==> config.mk <==
export PLATFORM = sky130hd
export DESIGN_NAME = accum_adder
export DESIGN_NICKNAME = d
export VERILOG_FILES = /design/src/rtl/accum_adder.sv
export SDC_FILE = /design/constraint.sdc
export NUM_CORES = 1
export LEC_CHECK = 0
export ABC_CLOCK_PERIOD_IN_PS = 4940
export BUFFER_PORTS_ARGS = -buffer_cell sky130_fd_sc_hd__buf_2
export CORE_ASPECT_RATIO = 1.1
export CORE_MARGIN = 2
export CORE_UTILIZATION = 45
export DETAILED_ROUTE_END_ITERATION = 12
export GPL_ROUTABILITY_DRIVEN = 0
export GPL_TIMING_DRIVEN = 0
export PLACE_DENSITY = 0.64
export SLEW_MARGIN = 20
export SYNTH_ARGS = -nofsm -noshare
export SYNTH_HDL_FRONTEND = slang
export SYNTH_SLANG_ARGS = --single-unit
export TNS_END_PERCENT = 50
==> constraint.sdc <==
create_clock -name clk -period 4.94 [get_ports clk]
set_input_delay 1.482 -clock clk [delete_from_list [all_inputs] [get_ports clk]]
set_output_delay 1.482 -clock clk [all_outputs]
set_load 0.005 [all_outputs]
==> src/rtl/accum_adder.sv <==
// accum_adder: pipelined LANES-way signed adder tree with per-packet accumulation.
// Define ACCUM_SATURATE_EN for a saturating accumulator, WIDTH clamp and out_sat reporting.
module accum_adder #(
    parameter int unsigned WIDTH = 16,
    parameter int unsigned LANES = 4,
    parameter int unsigned GUARD = 8
) (
    input  logic                   clk,
    input  logic                   rst,
    input  logic                   in_valid,
    output logic                   in_ready,
    input  logic [LANES*WIDTH-1:0] in_data,
    input  logic                   in_last,
    output logic                   out_valid,
    input  logic                   out_ready,
    output logic [WIDTH-1:0]       out_sum,
    output logic                   out_sat
);
    localparam int unsigned LOG2L = $clog2(LANES);
    localparam int unsigned ACCW  = WIDTH + LOG2L + GUARD;
    localparam int unsigned TreeW = WIDTH + LOG2L;
    localparam int unsigned NumSt = LOG2L + 1;

    logic                   out_valid_q;
    logic [WIDTH-1:0]       out_sum_q;
    logic                   out_sat_q;
    logic signed [ACCW-1:0] acc_q;
    logic                   stall;

    assign stall     = out_valid_q && !out_ready;
    assign in_ready  = !stall;
    assign out_valid = out_valid_q;
    assign out_sum   = out_sum_q;
    assign out_sat   = out_sat_q;

    logic signed [TreeW-1:0] lane_ext [LANES];

    always_comb begin
        for (int k = 0; k < LANES; k++) begin
            lane_ext[k] = TreeW'($signed(in_data[k*WIDTH +: WIDTH]));
        end
    end

    // Stage 0 registers the lanes; stages 1..LOG2L each halve the operand count.
    logic signed [TreeW-1:0] st_q [NumSt][LANES];
    logic [NumSt-1:0]        st_vld_q;
    logic [NumSt-1:0]        st_last_q;

    always_ff @(posedge clk) begin
        if (rst) begin
            st_vld_q  <= '0;
            st_last_q <= '0;
            for (int l = 0; l < NumSt; l++) begin
                for (int k = 0; k < LANES; k++) begin
                    st_q[l][k] <= '0;
                end
            end
        end else if (!stall) begin
            st_vld_q  <= {st_vld_q[NumSt-2:0], in_valid};
            st_last_q <= {st_last_q[NumSt-2:0], in_last};
            for (int k = 0; k < LANES; k++) begin
                st_q[0][k] <= lane_ext[k];
            end
            for (int l = 1; l < NumSt; l++) begin
                for (int k = 0; k < LANES / 2; k++) begin
                    st_q[l][k] <= st_q[l-1][2*k] + st_q[l-1][2*k+1];
                end
                for (int k = LANES / 2; k < LANES; k++) begin
                    st_q[l][k] <= '0;
                end
            end
        end
    end

    logic signed [TreeW-1:0] beat_sum;
    logic                    beat_vld;
    logic                    beat_last;
    logic signed [ACCW-1:0]  acc_next;
    logic [WIDTH-1:0]        res_sum;
    logic                    res_sat;

    assign beat_sum  = st_q[NumSt-1][0];
    assign beat_vld  = st_vld_q[NumSt-1];
    assign beat_last = st_last_q[NumSt-1];

`ifdef ACCUM_SATURATE_EN
    localparam int unsigned SumW = ACCW + 1;
    localparam logic signed [ACCW-1:0] AccMax = {1'b0, {(ACCW-1){1'b1}}};
    localparam logic signed [ACCW-1:0] AccMin = {1'b1, {(ACCW-1){1'b0}}};
    localparam logic signed [ACCW-1:0] OutMax = {{(ACCW-WIDTH+1){1'b0}}, {(WIDTH-1){1'b1}}};
    localparam logic signed [ACCW-1:0] OutMin = {{(ACCW-WIDTH+1){1'b1}}, {(WIDTH-1){1'b0}}};

    logic signed [SumW-1:0] sum_wide;
    logic                   acc_ovf;
    logic                   sticky_q;
    logic                   sticky_d;

    assign sum_wide = SumW'(acc_q) + SumW'(beat_sum);

    always_comb begin
        acc_ovf  = sum_wide[ACCW] != sum_wide[ACCW-1];
        acc_next = sum_wide[ACCW-1:0];
        if (acc_ovf) begin
            acc_next = sum_wide[ACCW] ? AccMin : AccMax;
        end
        res_sum = acc_next[WIDTH-1:0];
        res_sat = sticky_q | acc_ovf;
        if (acc_next > OutMax) begin
            res_sum = OutMax[WIDTH-1:0];
            res_sat = 1'b1;
        end else if (acc_next < OutMin) begin
            res_sum = OutMin[WIDTH-1:0];
            res_sat = 1'b1;
        end
        sticky_d = sticky_q;
        if (beat_vld) begin
            sticky_d = beat_last ? 1'b0 : (sticky_q | acc_ovf);
        end
    end

    always_ff @(posedge clk) begin
        if (rst) begin
            sticky_q <= 1'b0;
        end else if (!stall) begin
            sticky_q <= sticky_d;
        end
    end
`else
    always_comb begin
        acc_next = acc_q + ACCW'(beat_sum);
        res_sum  = acc_next[WIDTH-1:0];
        res_sat  = 1'b0;
    end
`endif

    always_ff @(posedge clk) begin
        if (rst) begin
            acc_q       <= '0;
            out_valid_q <= 1'b0;
            out_sum_q   <= '0;
            out_sat_q   <= 1'b0;
        end else if (!stall) begin
            if (beat_vld) begin
                acc_q <= beat_last ? '0 : acc_next;
            end
            // Not stalled means any held result is being drained this cycle.
            if (beat_vld && beat_last) begin
                out_valid_q <= 1'b1;
                out_sum_q   <= res_sum;
                out_sat_q   <= res_sat;
            end else begin
                out_valid_q <= 1'b0;
            end
        end
    end

endmodule

# ---- Word level (Yosys, flattened, before mapping)
# Memory sizes are Yosys's and may differ from the RTL's.
# Cells that the tools add are included.
dict set report op_classes {
  add_sub_neg 5
  n_mux 19
  n_bitwise 13
  n_reduce_logical 6
}
# operator n
set ops {}
lappend ops {{18-bit two-way mux} 12}
lappend ops {{18-bit adder} 4}
lappend ops {{26-bit by 18-bit adder with 26-bit output} 1}
lappend ops {{26-bit two-way mux} 1}
lappend ops {{1-bit bitwise OR} 12}
lappend ops {{1-bit two-way mux} 6}
lappend ops {{2-bit AND reduction} 2}
lappend ops {{1-bit logical AND} 2}
lappend ops {{1-bit zero test} 2}
lappend ops {{1-bit inverter} 1}
dict set report word_totals {
  register_bits 49
  ramBits 216
  in_bits 69
  mem_count 1
}
# memory words width rd rd_ports_with_merged_regs wr line_no
set mem_list {}
lappend mem_list {st_q 3 72 3 0 3 45} ;# logic signed [TreeW-1:0] st_q [NumSt][LANES];

# ---- Depth between registers and ports, before layout
# Gate-level depths: netlist of run 1.
dict set report depth {
  depth_word 6
  depth_mapped 8
}

# ---- Worst setup path before layout of run 1
# No wires, ideal clock.
dict set report synth_path {
  path_kind {input to register}
  start {input rst}
  end {memory st_q[0][0] (netlist name), enable pin}
  setup_ps 1004
  arrival_ps 3897
  required_ps 3936
  slack_ps 39
  cell_stages 4
  cell_sequence {clkbuf_1 > inv_1 > clkbuf_1 > nand2_1}
}
# item line_no
set synth_rtl {}
lappend synth_rtl {{from (decl)} 9} ;# input logic rst,
lappend synth_rtl {{to (decl)} 45}

# ---- Worst setup path after layout of run 1
dict set report layout_path {
  start {input out_ready}
  end {output in_ready}
}
dict set report layout_via {
  elab_chain_cells 3
}
# item line_no
set layout_lines {}
lappend layout_lines {{from (decl)} 15} ;# input logic out_ready,
lappend layout_lines {{1-bit zero test} 30} ;# assign stall = out_valid_q && !out_ready;
lappend layout_lines {{1-bit logical AND} 30}
lappend layout_lines {{1-bit zero test} -}
lappend layout_lines {{to (decl)} 11} ;# output logic in_ready,
# No other way between the ends.

==> results of run 1 <==
[power by group through the flow]
stage	Clock, mW	Combinational, mW	Sequential [mW]
floorplan	0	0.292	1.49
global placement	0	0.390	1.50
detailed placement	0	0.392	1.50
CTS	1.23	0.397	1.48
global route	1.28	0.449	1.49
finish	1.21	0.396	1.48
[cell usage after synthesis (3+ instances only)]
| cell type | number |
|---|---|
| sky130_fd_sc_hd__nor2_1 | 58 |
| sky130_fd_sc_hd__a211oi_2 | 3 |
| sky130_fd_sc_hd__mux2i_1 | 7 |
| sky130_fd_sc_hd__a21oi_1 | 65 |
| sky130_fd_sc_hd__nand2b_1 | 4 |
| sky130_fd_sc_hd__a31oi_1 | 5 |
| sky130_fd_sc_hd__nor3b_1 | 3 |
| sky130_fd_sc_hd__and3_1 | 77 |
| sky130_fd_sc_hd__o21ai_0 | 30 |
| sky130_fd_sc_hd__a21o_1 | 24 |
| sky130_fd_sc_hd__inv_1 | 13 |
| sky130_fd_sc_hd__a41oi_1 | 3 |
| sky130_fd_sc_hd__edfxtp_1 | 112 |
| sky130_fd_sc_hd__and4_1 | 3 |
| sky130_fd_sc_hd__a211oi_1 | 7 |
| sky130_fd_sc_hd__dfxtp_1 | 39 |
| sky130_fd_sc_hd__nand4_1 | 10 |
| sky130_fd_sc_hd__or3_1 | 5 |
| sky130_fd_sc_hd__and2_1 | 3 |
| sky130_fd_sc_hd__a22oi_1 | 5 |
| sky130_fd_sc_hd__ha_1 | 60 |
| sky130_fd_sc_hd__xor2_1 | 24 |
| sky130_fd_sc_hd__a211o_1 | 4 |
| sky130_fd_sc_hd__nand3_1 | 10 |
| sky130_fd_sc_hd__xnor2_1 | 22 |
| sky130_fd_sc_hd__clkbuf_1 | 29 |
| sky130_fd_sc_hd__nor2b_1 | 7 |
| sky130_fd_sc_hd__fa_1 | 4 |
| sky130_fd_sc_hd__o21a_1 | 4 |
| sky130_fd_sc_hd__o21bai_1 | 7 |
| sky130_fd_sc_hd__nor3_1 | 13 |
| sky130_fd_sc_hd__nand2_1 | 63 |
[state kept, by name, summed over array words and instances (netlist names)]
| register | count |
|---|---|
| out_valid | 1 |
| st_last_q | 3 |
| st_vld_q | 3 |
| st_q | 112 |
| acc_q | 16 |
| out_sum | 16 |
[final timing paths]
kind / slack (ns) / end / start / cells past startpoint
hold / removal: 0.45 / out_sum[9] / out_sum[9] / 2
setup / recovery: 0.29 / in_ready / out_ready / 7
hold reg to reg: 0.45 / out_sum[9] / out_sum[9] / 2
setup reg to reg: 2.38 / st_q[0][138] / st_q[0][36] / 8
[metal layers]
layer  part of all wire, %  GRT usage (%)
met1                    46           24.0
met2                    48           31.9
met3                   3.3           3.82
met4                   2.3           7.45
met5                     0              0
[metrics by stage]
step	instance area, um2	setup WS, ns	utilization, %
5_1_grt	9570	0.0796	53.6
6_report	9570	0.286	53.6
3_3_place_gp	8980	-1.57	50.2
4_1_cts	9570	0.0182	53.6
2_1_floorplan	8250	0.0389	-
3_5_place_dp	9030	0.0191	50.5
[cells by family (layout without fill, tap and decap cells)]
logic type                 Yosys count  after routing  synth area share (%)
and+or+nand+nor                    266            266                  16.6
muxes                                7              7                 0.849
DFF                                151            151                  50.2
other                                1              1                0.0454
AOI/OAI and AO/OA                  185            185                  15.1
adders and majority gates           64             64                  10.1
buffers and inverters               46            163                  2.29
xor gates and xnor gates            46             46                  4.88
[worst reg2reg max path, delay by kind of cell, from the launching register on]
kind	cells	cell delay (ns)
compound gates	4	1.05
xor+xnor	1	0.19
fa+ha+maj	2	0.65
flops	1	0.37
simple gates	1	0.05
[layout make-up]
class | count | area, um2 | area share, %
plain buffers | 33 | 141 | 1.48
inverters | 13 | 48.8 | 0.510
clock buffers | 18 | 429 | 4.48
well taps | 238 | 298 | 3.11
flip-flops and latches | 151 | 4140 | 43.3
clock inverters | 12 | 113 | 1.18
repair buffers | 87 | 473 | 4.94
multi-input cells | 569 | 3930 | 41.0
==> results_dict.tcl, run 1 <==
set metrics [dict create \
    drt.antenna.violating_nets 0 \
    cts_resized 0 \
    antenna_found_initial 0 \
    clk_transition_reported_paths_ns 0.06 \
    fp.dieW_um 133 \
    min_period_over_period_pct 94.2 \
    buffer_ports.inserted 85 \
    synth_enable_flop_cells 112 \
    postSynth.topFlopCell "sky130_fd_sc_hd__edfxtp_1" \
    drt-vias-per-instance 5.34 \
    drt_wl_total_um 17600 \
    worst_pin_slew_ns 0.939 \
    tritoncts_num_sinks 151 \
    final_common_cell "sky130_fd_sc_hd__edfxtp_1" \
    syn2layout_area_growth_pct 16.0 \
    timing.final.max_slew_violations 0 \
    outcome "finished, final reports clean" \
    largest_net_degree_at_the_start_of_global_routing 56 \
    power.sequential.fraction_pct 47.9 \
    timing.critical_path.slowest_stage_cell "sky130_fd_sc_hd__clkbuf_1" \
    post_synth.cell_area_avg_um2 10.8 \
    clock_path_buffers 2 \
    grt_remaining_overflow 0 \
    placementRows 51 \
    worstSetupEndpointType "output pin" \
    nFillCells 1605 \
    layoutNonFillerInstCount 1121 \
    total_power_mw 3.09 \
    min_cycle_time_layout_ns 4.65 \
    first_global_vias 5830 \
    worst-endpoint-arrival_ns 3.17 \
    fmax_mhz 215 \
    total_die_area_um2 19400 \
    critical_path_required_ns 3.46 \
    drt_drc_violations_left 0 \
    path_type_of_the_worst_setup_path "input port to output pin" \
    setup-violations-final 0 \
    antenna_cells 0 \
    start_util_pct 46.2 \
    core_area_um2 17900 \
    totalNegativeSetupSlack_ns 0 \
    ys_ff_latch 151 \
    final_layout_size_suffix_gt1_share_pct 15.4 \
    internal-power_mw 2.34 \
    swShare_pct 24.1 \
    synth_sequential_area_ratio_pct 50.2 \
    worst_ir_drop_vdd_v 0.000259 \
    power-per-cell-area_nw_per_um2 322 \
    netlist_top_cells_area "sky130_fd_sc_hd__edfxtp_1 (41%), sky130_fd_sc_hd__dfxtp_1 (9.5%), sky130_fd_sc_hd__ha_1 (9.1%)" \
    mappedNetlistNets 899 \
    drt_first_pass_iters 5 \
    worst_slew_margin_rel_pct 37.4 \
    post_cts_hold_buffer_count 0 \
    netlist.top_cell.by_area "sky130_fd_sc_hd__edfxtp_1" \
    worst_skew_pair.late_latency_ns 0.43 \
    clk_root_buffer_cell "sky130_fd_sc_hd__clkbuf_16" \
    cts_post_setup_buffers_inserted 0 \
    slowest_cell_delay_on_critical_path_ns 0.51 \
    crit_path_start_kind "input port" \
    dieHeight_um 146 \
    numPlacedInstances 1091 \
    leakage_nw 4.37 \
    fin_hold_ws_ns 0.451 \
    setup_repair_after_global_routing_missed_its_margin "no" \
    groute.usage.overall_pct 18.9 \
    hold_path.class "flip-flop to flip-flop" \
    post_synth_instance_area_um2 8250 \
    number_of_nets_in_the_finished_design 1005 \
    crit_chain "buf_2, nor2b_1, inv_1, clkbuf_1, clkbuf_2, clkbuf_1, buf_2" \
    most-common-layout-cells "sky130_fd_sc_hd__edfxtp_1 (112), sky130_fd_sc_hd__buf_2 (87), sky130_fd_sc_hd__and3_1 (77)" \
    global_route_wire_length_before_repair_um 29100 \
    pwr-share-clk_pct 39.3 \
    yosysUniqueCellTypes 68 \
    cts_htree_levels 4 \
    switching_power_mw 0.744 \
    critical_path.top_delay_family "buffers and inverters" \
    drt_first_iter_violations 324 \
    hpwl_um 13000 \
    cts_buffers 17 \
    netlist_instances 766 \
    via_count 5982 \
    worst-path-buf-inv 6 \
    maxcap_violations 0 \
    crit_fanout 10 \
    synth_async_sr_flop_share_pct 0 \
    cts_tree "built" \
    synth_top_cell_area_share_pct 40.8 \
    final.setup_skew_ns 0.00900 \
    top_level_port_count 88 \
    finalHoldViolCount 0 \
    power.share.combinational_pct 12.8 \
    routed_wire_length_per_instance_um 15.7 \
    synth-warning-count 0 \
]
(Power assumes the default switching activity.)
==> run 2, diff against run 1 <==
--- a/config.mk
+++ b/config.mk
@@ -9,11 +9,11 @@
 export BUFFER_PORTS_ARGS = -buffer_cell sky130_fd_sc_hd__buf_2
 export CORE_ASPECT_RATIO = 1.1
 export CORE_MARGIN = 2
-export CORE_UTILIZATION = 45
+export CORE_UTILIZATION = 41
 export DETAILED_ROUTE_END_ITERATION = 12
 export GPL_ROUTABILITY_DRIVEN = 0
 export GPL_TIMING_DRIVEN = 0
-export PLACE_DENSITY = 0.64
+export PLACE_DENSITY = 0.59
 export SLEW_MARGIN = 20
 export SYNTH_ARGS = -nofsm -noshare
 export SYNTH_HDL_FRONTEND = slang
==> results_dict.tcl, run 2 (synthesized netlist as in run 1, its figures left out) <==
set metrics [dict create \
    outcome "finished, final reports clean" \
    via_count 6048 \
    top_level_port_count 88 \
    worst_slew_margin_rel_pct 37.4 \
    drt_first_pass_iters 4 \
    swShare_pct 24.8 \
    final_worst_slack_ns 0.236 \
    largest_register_ff_count 112 \
    drt_first_iter_violations 318 \
    hold_depth 2 \
    power.share.combinational_pct 12.6 \
    pre_cts_slack_ns -0.0313 \
    antenna_cells 0 \
    timing.critical_path.slowest_stage_cell "sky130_fd_sc_hd__clkbuf_1" \
    worstSetupEndpointType "output pin" \
    worst-path-buf-inv 6 \
    setup-violations-final 0 \
    antenna_found_initial 0 \
    top_usage_layer "met2" \
    setup.worst_path.end "in_ready" \
    pwr-share-clk_pct 40.4 \
    placementRows 54 \
    total_die_area_um2 21300 \
    regMostFlops "st_q" \
    min_cycle_time_layout_ns 4.70 \
    finalHoldViolCount 0 \
    cp_num_cells 7 \
    critical_path.top_delay_family "buffers and inverters" \
    crit_chain "buf_2, nor2b_1, inv_1, clkbuf_1, clkbuf_2, clkbuf_1, buf_2" \
    grt_remaining_overflow 0 \
    switching_power_mw 0.778 \
    worstReg2RegEnd "st_q[0][122]" \
    cts_htree_levels 4 \
    worst_ir_drop_vdd_v 0.000251 \
    cts_tree "built" \
    worst_skew_pair.late_latency_ns 0.42 \
    final_common_cell "sky130_fd_sc_hd__edfxtp_1" \
    fmax_mhz 213 \
    dieHeight_um 153 \
    cts_buffers 17 \
    syn2layout_area_growth_pct 16.7 \
    global_route_wire_length_before_repair_um 29600 \
    drt-vias-per-instance 5.32 \
    worst-endpoint-arrival_ns 3.22 \
    leakage_nw 4.38 \
    clock_path_buffers 2 \
    worst_pin_slew_ns 0.939 \
    total_power_mw 3.14 \
    setup_repair_after_global_routing_missed_its_margin "no" \
    timing.final.max_slew_violations 0 \
    buffer_ports.inserted 85 \
    maxcap_violations 0 \
    r2r_setup_slack_ns 2.38 \
    min_period_over_period_pct 95.2 \
    crit_fanout 10 \
    post_cts_hold_buffer_count 0 \
    global_route.usage.met2_pct 29.4 \
    tritoncts_num_sinks 151 \
    power-per-cell-area_nw_per_um2 326 \
    path_type_of_the_worst_setup_path "input port to output pin" \
    crit_path_start_kind "input port" \
    drt_wl_total_um 17800 \
    power.sequential.fraction_pct 47.0 \
    routed_wire_length_per_instance_um 15.7 \
    critical_path.reg2reg.startpoint "st_q[0][0]" \
    number_of_nets_in_the_finished_design 1005 \
    slowest_cell_delay_on_critical_path_ns 0.53 \
    hold_path.class "flip-flop to flip-flop" \
    drt.antenna.violating_nets 0 \
    critical_path_required_ns 3.46 \
    gr-usage-met1_pct 22.3 \
    groute.usage.overall_pct 17.2 \
    hpwl_um 13300 \
    start_util_pct 41.7 \
    drt_drc_violations_left 0 \
    final_layout_size_suffix_gt1_share_pct 15.6 \
    clk_root_buffer_cell "sky130_fd_sc_hd__clkbuf_16" \
    globalRouteMet3Util_pct 3.36 \
    most-common-layout-cells "sky130_fd_sc_hd__edfxtp_1 (112), sky130_fd_sc_hd__buf_2 (87), sky130_fd_sc_hd__and3_1 (77)" \
    first_global_vias 5861 \
    largest_net_degree_at_the_start_of_global_routing 49 \
    fp.dieW_um 139 \
    internal-power_mw 2.36 \
    clk_transition_reported_paths_ns 0.06 \
    reg2reg_path_depth 8 \
    core_area_um2 19800 \
    final.setup_skew_ns 0.0118 \
    worstSetupStartpoint "out_ready" \
]
-- run 2: timing repair --
item                       in CTS  in global routing
setup endpoints to repair       1                  0
gates resized for setup         1                  0
setup buffers                   0                  0
-- run 2: metrics by stage --
stage	TNS, ns	utilization, %	hold WS, ns	instances	instance area [um2]
global route	0	48.6	0.468	1137	9630
CTS	0	48.6	0.454	1137	9630
detailed placement	-0.0313	45.7	0.445	1105	9050
finish	0	48.6	0.450	1137	9630
floorplan	0	-	0.432	766	8250
global placement	-185.87	45.4	0.440	1103	8990
-- run 2: worst min-delay path by stage --
stage	from	slack, ns	end
4_1_cts	st_vld_q[1]	0.45	st_vld_q[1]
6_report	st_vld_q[1]	0.45	st_vld_q[1]
5_1_grt	st_vld_q[1]	0.47	st_vld_q[1]
3_5_place_dp	st_vld_q[1]	0.44	st_vld_q[1]
3_3_place_gp	st_last_q[0]	0.44	st_last_q[0]
2_1_floorplan	acc_q[12]	0.43	acc_q[12]
-- run 2: area by class of cell --
type,count,area (um2)
Clock buffer,18,429
Buffer,33,141
Clock inverter,14,151
Inverter,13,48.8
Tap cell,252,315
Fill cell,1818,10200
Multi-Input combinational cell,569,3930
Timing Repair Buffer,87,473
Sequential cell,151,4140
-- run 2: routing by layer --
metal | vias to the layer above | share of wire, %
li1 | 3085 | -
met1 | 2798 | 46
met2 | 145 | 48
met3 | 20 | 3.8
met4 | 0 | 1.5
met5 | - | 0
-- run 2: power by group through the flow --
stage          registers [mW]  clock network [mW]  logic [mW]
6_report                 1.48                1.27       0.397
5_1_grt                  1.48                1.34       0.452
4_1_cts                  1.48                1.30       0.399
3_5_place_dp             1.50                   0       0.395
3_3_place_gp             1.50                   0       0.393
2_1_floorplan            1.49                   0       0.292
-- run 2: worst min-delay path: stages (launching register included) --
cell and delay, ns:
sky130_fd_sc_hd__dfxtp_1 0.31, sky130_fd_sc_hd__nand2_1 0.05, sky130_fd_sc_hd__a21oi_1 0.05
